<file path="src/rtl/rpn_stack_ctrl.sv">
// RPN token sequencer for an external stack: operands are pushed directly,
// operators pop two values, combine them and push the result back.
module rpn_stack_ctrl #(
  parameter int N     = 7,
  parameter int DEPTH = 8
) (
  input  logic       clk,
  input  logic       reset,
  input  logic       tok_valid,
  input  logic       tok_is_op,
  input  logic [N:0] tok_data,
  output logic       tok_ready,
  input  logic       err_clr,
  output logic       stk_En,
  output logic       stk_PushPop,
  output logic [N:0] stk_IN,
  input  logic [N:0] stk_OUT,
  input  logic       stk_empty,
  input  logic       stk_full,
  input  logic [N:0] stk_counter,
  output logic [N:0] top_value,
  output logic       top_valid,
  output logic       busy,
  output logic       err_overflow,
  output logic       err_underflow
);

  localparam logic [1:0] S_IDLE   = 2'd0;
  localparam logic [1:0] S_POP_B  = 2'd1;
  localparam logic [1:0] S_POP_A  = 2'd2;
  localparam logic [1:0] S_PUSH_R = 2'd3;

  localparam logic [1:0] OP_ADD = 2'd0;
  localparam logic [1:0] OP_SUB = 2'd1;
  localparam logic [1:0] OP_AND = 2'd2;
  localparam logic [1:0] OP_XOR = 2'd3;

  localparam logic [N:0] TWO_C = (N+1)'(2);

  function automatic logic [N:0] alu(input logic [1:0] op,
                                     input logic [N:0] a,
                                     input logic [N:0] b);
    logic [N:0] r;
    case (op)
      OP_ADD:  r = a + b;
      OP_SUB:  r = a - b;
      OP_AND:  r = a & b;
      OP_XOR:  r = a ^ b;
      default: r = '0;
    endcase
    return r;
  endfunction

  logic [1:0] state_q, state_d;
  logic [N:0] opa_q, opa_d;
  logic [N:0] opb_q, opb_d;
  logic [1:0] opc_q, opc_d;
  logic       ovf_q, unf_q;

  logic       ready_s;
  logic       accept_s;
  logic       full_s;
  logic       ovf_set_s;
  logic       unf_set_s;
  logic       en_s;
  logic       pp_s;
  logic [N:0] in_s;

  // Occupancy also guards against a stack whose full flag lags its counter.
  assign full_s   = stk_full | ({{(31-N){1'b0}}, stk_counter} >= 32'(DEPTH));
  assign ready_s  = ~reset & (state_q == S_IDLE);
  assign accept_s = tok_valid & ready_s;

  // Next-state, operand capture and stack command decode.
  always_comb begin
    state_d   = state_q;
    opa_d     = opa_q;
    opb_d     = opb_q;
    opc_d     = opc_q;
    ovf_set_s = 1'b0;
    unf_set_s = 1'b0;
    en_s      = 1'b0;
    pp_s      = 1'b0;
    in_s      = '0;
    case (state_q)
      S_IDLE: begin
        if (accept_s && !tok_is_op) begin
          if (!full_s) begin
            en_s = 1'b1;
            in_s = tok_data;
          end else begin
            ovf_set_s = 1'b1;
          end
        end else if (accept_s && tok_is_op) begin
          if (stk_counter >= TWO_C) begin
            opc_d   = tok_data[1:0];
            state_d = S_POP_B;
          end else begin
            unf_set_s = 1'b1;
          end
        end else begin
          state_d = S_IDLE;
        end
      end
      S_POP_B: begin
        opb_d   = stk_OUT;
        en_s    = 1'b1;
        pp_s    = 1'b1;
        state_d = S_POP_A;
      end
      S_POP_A: begin
        opa_d   = stk_OUT;
        en_s    = 1'b1;
        pp_s    = 1'b1;
        state_d = S_PUSH_R;
      end
      S_PUSH_R: begin
        en_s    = 1'b1;
        in_s    = alu(opc_q, opa_q, opb_q);
        state_d = S_IDLE;
      end
      default: begin
        state_d = S_IDLE;
      end
    endcase
  end

  // State, operand and sticky error registers; a new error beats err_clr.
  always_ff @(posedge clk) begin
    if (reset) begin
      state_q <= S_IDLE;
      opa_q   <= '0;
      opb_q   <= '0;
      opc_q   <= 2'd0;
      ovf_q   <= 1'b0;
      unf_q   <= 1'b0;
    end else begin
      state_q <= state_d;
      opa_q   <= opa_d;
      opb_q   <= opb_d;
      opc_q   <= opc_d;
      ovf_q   <= ovf_set_s | (ovf_q & ~err_clr);
      unf_q   <= unf_set_s | (unf_q & ~err_clr);
    end
  end

  assign tok_ready     = ready_s;
  assign busy          = ~ready_s;
  assign stk_En        = en_s & ~reset;
  assign stk_PushPop   = pp_s;
  assign stk_IN        = in_s;
  assign top_value     = stk_OUT;
  assign top_valid     = ~stk_empty;
  assign err_overflow  = ovf_q;
  assign err_underflow = unf_q;

endmodule

</file>
<file path="config.mk">
export PLATFORM = sky130hd
export DESIGN_NAME = rpn_stack_ctrl
export DESIGN_NICKNAME = d
export VERILOG_FILES = /design/src/rtl/rpn_stack_ctrl.sv
export SDC_FILE = /design/constraint.sdc
export NUM_CORES = 1
export LEC_CHECK = 0
export ABC_AREA = 0
export CAP_MARGIN = 10
export CORE_MARGIN = 3
export CORE_UTILIZATION = 43
export CTS_CLUSTER_DIAMETER = 80
export DETAILED_ROUTE_END_ITERATION = 8
export PLACE_DENSITY = 0.75
export SYNTH_ARGS = -nofsm -noshare
export SYNTH_HDL_FRONTEND = slang
export SYNTH_SLANG_ARGS = --single-unit
</file>
<file path="constraint.sdc">
create_clock -name clk -period 2.6 [get_ports clk]
set_input_delay 0.26 -clock clk [delete_from_list [all_inputs] [get_ports clk]]
set_output_delay 0.26 -clock clk [all_outputs]
set_load 0.01 [all_outputs]
</file>
## Word level (Yosys, flattened, before mapping)

Index checks and enable logic that the tools add are counted.

| operators by class | value |
|---|---|
| bitwise logic cells | 15 |
| $lt $le $gt $ge | 2 |
| multiply operators | 0 |
| muxes and demuxes | 19 |
| equal/unequal tests | 8 |
| reduce and logical (&&, ||, !) cells | 9 |
| add/subtract/negate cells | 2 |
| shift-type cells | 0 |
| divide/modulo/power cells | 0 |

Operator list:

| operator | number |
|---|---|
| one-hot mux 8 bit (4 select lines) | 1 |
| two-way mux 8 bit | 2 |
| one-hot mux 8 bit (2 select lines) | 1 |
| two-way mux 1 bit | 10 |
| adder 8 bit | 1 |
| AND 8 bit | 1 |
| == test 2 bit (second input constant) | 4 |
| greater-or-equal comparator 8 x 2 -> 1 bit (second input constant) | 1 |
| greater-or-equal comparator 8 x 4 -> 1 bit (second input constant) | 1 |
| one-hot mux 2 bit (4 select lines) | 1 |
| subtractor 8 bit | 1 |
| XOR 8 bit | 1 |
| two-way mux 2 bit | 3 |
| AND 1 bit | 5 |
| NOT 1 bit | 5 |
| == test 2 x 1 -> 1 bit (second input constant) | 2 |
| zero test 2 bit | 2 |
| AND reduction 4 bit | 1 |
| inequality test 3 x 2 -> 1 bit (second input constant) | 1 |
| OR 1 bit | 3 |
| OR reduction 3 bit | 1 |
| logical AND 1 bit | 2 |
| inequality test 2 bit (second input constant) | 1 |
| one-hot mux 1 bit (2 select lines) | 1 |
| 3 further kinds | 3 |

| storage, ports and cells | value |
|---|---|
| memories kept | 0 |
| RAM bits | 0 |
| register bits after elaboration | 22 |
| output and inout port bits | 23 |
| word-level logic and storage cells | 61 |
| input port bits | 31 |
| memory bits (read-only) | 0 |
| bits in latches | 0 |

## Logic depth before layout (Yosys ltp)

| logic depth | value |
|---|---|
| depth after elaboration | 8 |
| gate-level depth with buffers | 11 |
| gate-level depth less buffers | 11 |

## Least setup slack after synthesis

Ideal clock, no wire load.

| path | value |
|---|---|
| path kind | reg2out |
| start | reg opc_q[0] |
| end | out stk_IN[6] |
| data required time | 2,340 ps |
| cell stages (with the launch flop) | 11 |
| slack | -103 ps |
| data arrival time | 2,443 ps |
| buffers on the path | 2 |
| cell sequence | dfxtp_1 > buf_6 > nor2b_4 > buf_6 > mux2_2 > fa_1 > nand2b_1 > a21oi_1 > o21ai_0 > and4_1 > a2111oi_2 |

| on the way | value |
|---|---|
| longest elaborated chain between the ends | 3 |
| elaborated cells between the ends (all ways) | 6 |
| those cells by class | 3 x eq/ne; 2 x mux; 1 x reduce/logical |

Ends and longest elaborated chain:

| item | RTL line | text |
|---|---|---|
| from (decl) | 57 | `logic [1:0] opc_q, opc_d;` |
| from (signal assigned) | 141 | `opc_q <= opc_d;` |
| == test 2 bit (tied with other cells) | 44 | `case (op)` |
| one-hot mux 8 bit (4 select lines) * | 44 |  |
| one-hot mux 8 bit (2 select lines) * | 85 | `case (state_q)` |
| to (decl) | 16 | `output logic [N:0] stk_IN,` |

Every way passes the cells marked *; elsewhere a longest branch is shown, timed or not.

## Final worst setup path

| path | value |
|---|---|
| start | reg opb_q[1] |
| end | out stk_IN[5] |

| on the way | value |
|---|---|
| longest elaborated chain between the ends | 3 |
| elaborated cells between the ends (all ways) | 4 |
| those cells by class | 2 x add/sub; 2 x mux |

Ends and longest elaborated chain:

| item | RTL line | text |
|---|---|---|
| from (decl) | 56 | `logic [N:0] opb_q, opb_d;` |
| from (signal assigned) | 140 | `opb_q <= opb_d;` |
| subtractor 8 bit / adder 8 bit (equally long branches) | 46, 45 |  |
| one-hot mux 8 bit (4 select lines) * | 44 |  |
| one-hot mux 8 bit (2 select lines) * | 85 |  |

Marked as above.

==> impl_metrics.ini <==
[cts]
clkLatencyLatePin_ps = 260
hold_buffers = 0
cts_buffers = 3
htree_levels = 1
cts.reportedPaths.clkPinSlew_ps = 80
cts_buffer_depth = 2
cts_tree = yes
clock-root-buffer = clkbuf_8
clock_sinks = 22

[setup_path]
cp-end-kind = output port
crit_required_ps = 2340
worstSetupStartpointType = flop
cp_data_arrival_time_ps = 2660
critPathMaxStageDelay_ps = 510
critPathKind = reg -> out
crit_top_cell = ha_4
slowest_stage = or4bb_1
cp_cell_sequence = inv_1, ha_4, nor3b_4, nor2_2, xnor2_2, ha_4, nand2_4, a21o_1, a21oi_1, or4bb_1, a21oi_2, buf_2
path_max_fanout = 4

[synthesis]
synth_top_cell_area_share_pct = 23.7
synth_seq_cells = 22
synth_edf_count = 0
yosysSeqAreaShare_pct = 23.7
synth_cells = 223
ys_async_sr_fraction_pct = 0
synth.area.top_cells = dfxtp_1 (24%), ha_1 (13%), mux2i_1 (12%), nor2_1 (6.7%), a21oi_1 (4.6%)
yosysUniqueCellTypes = 44
yosys_warnings = 0
syn_nets = 275
mappedNetlistArea_um2 = 1860
ys.flop_type = dfxtp_1
synth_top_area_cell = dfxtp_1
syn_area_per_cell_um2 = 8.34

[floorplan]
die_y_um = 71.8
rows = 23
die-area_um2 = 5150
core-area_um2 = 4090
ios = 54
initial_core_util_pct = 45.5
fp.dieW_um = 71.8

[route]
drt-vias-per-instance = 5.31
wirelength_um = 5580
drt_iter0_drc = 105
firstDrtPassIters = 4
vias = 1885
routedWlPerCell_um = 15.7
ant_nets = 0
drc = 0

[final_layout]
n_antenna_cell = 0
drive_gt1_share_pct = 30.2
finalNetCount = 359
layout.cells.non_filler = 355
final_common_cell = clkdlybuf4s50_1
areaGrowthSynthToFinish_pct = 54.2
mostFrequentLayoutCells = clkdlybuf4s50_1 (45), buf_4 (40), nor2_1 (30), mux2i_1 (23), dfxtp_1 (19)

[grt]
grt_first_pass_wirelength_um = 8000
grt_pass1_vias = 1773
overflow = 0
track_usage_pct = 18.9
antenna_found_initial = 0
grt_max_degree = 25

[power_and_ir_drop]
p_per_area_nw_per_um2 = 503
vdd_drop_max_mv = 0.301
leakagePower_uw = 0.00119

[min_path]
hold_path_class = reg -> reg

[placed_design]
dpl.hpwl_um = 3860
dpl.cell_count = 342
gp_congestion = 0.858
numPortBuffers = 52

[sta]
finalCritPeriodShare_pct = 112
timing.fmax_mhz = 343
rsz0062_at_grt = yes
finalSetupTns_ps = -1010
worst_slack_ps = -318
relSlewSlack_pct = 63.3
finalSetupViolCount = 4
worstMarginPinSlew_ps = 551
report.final.slew_viol_count = 0
min_period_ps = 2920
hold_viol = 0
finClkSkew_ps = 4.12

[outcome]
violations = setup timing
status = finished, violations left

[job]
cap_viol_max_count = 0
-- logic make-up after synthesis --
logic type	after synthesis	share of synthesized area, %
adder cells (fa/ha/maj)	21	14.5
flip-flops	22	23.7
buffers and inverters	32	8.95
XOR/XNOR	8	3.77
AND/OR/NAND/NOR	73	21.0
multiplexers	26	14.2
AO/OA/AOI/OAI	41	13.9
-- area by class of cell --
| type | count | area, um^2 |
|---|---|---|
| inverters | 13 | 51.3 |
| fillers | 302 | 1220 |
| repair buffers | 98 | 857 |
| flip-flops and latches | 22 | 444 |
| clock buffers | 3 | 41.3 |
| well taps | 50 | 62.6 |
| multi-input cells | 169 | 1410 |
-- power breakdown --
group / internal (uW) / switching, uW / total [uW]
logic: 445 / 403 / 848
clock network: 103 / 103 / 206
registers: 363 / 25.8 / 388
total: 911 / 532 / 1440
-- timing repair --
action                     CTS  global route
gates resized for setup     53            22
pin swaps                   16            16
setup buffers                4             6
setup endpoints to repair    7             9
-- path summary, 6_finish.rpt --
kind / startpoint / endpoint / slack (ps) / cells after the start
min reg2reg: err_overflow$_SDFF_PP0_ / err_overflow$_SDFF_PP0_ / 490 / 1
min: err_overflow$_SDFF_PP0_ / err_overflow$_SDFF_PP0_ / 490 / 1
max: opb_q[1]$_SDFFE_PP0N_ / stk_IN[5] / -320 / 12
max reg2reg: state_q[0]$_SDFFE_PP0P_ / state_q[1]$_SDFFE_PP0P_ / 1040 / 7
-- worst max-delay path, delay by kind of cell, from the launching register on --
family	cells	cell delay, ps
and+or+nand+nor	4	930
DFF	1	330
xor gates and xnor gates	1	210
buffers and inverters	2	220
AOI/OAI and AO/OA	3	290
adders and majority gates	2	420
-- stage by stage --
step           area [um^2]  hold slack [ps]  power [uW]  util [%]  worst slack [ps]
3_5_place_dp          2610              462        1040      63.8              -487
3_3_place_gp          2610              458        1020      63.8              -446
5_1_grt               2870              499        1540      70.2              -419
6_report              2870              491        1440      70.2              -318
2_1_floorplan         1870              339         780         -              28.6
4_1_cts               2750              480        1340      67.3              -253
-- Yosys cell counts, drive strengths merged, types with 2 or more instances --
master / n
dfxtp: 22
a2111oi: 2
nor3: 4
nor2: 33
nor2b: 3
ha: 20
a22oi: 2
nand2: 17
mux2: 3
buf: 11
inv: 13
a21oi: 17
nand2b: 4
mux2i: 23
nand3b: 2
clkbuf: 8
o211ai: 2
a211oi: 2
xnor2: 7
o21ai: 9
-- layer usage --
layer  GRT usage [%]  share of wire, %  up-vias
met3            2.24               4.7        8
li1                -                 -      935
met5               0                 0        -
met2            32.0                50       63
met1            26.0                44      879
met4            3.76               1.6        0
-- sequential cells by signal, indices dropped and copies added, names as in the netlist --
name           cells
err_overflow       1
err_underflow      1
opa_q              8
opb_q              8
opc_q              2
state_q            2
Note: power is estimated with default switching activity, not from simulation.
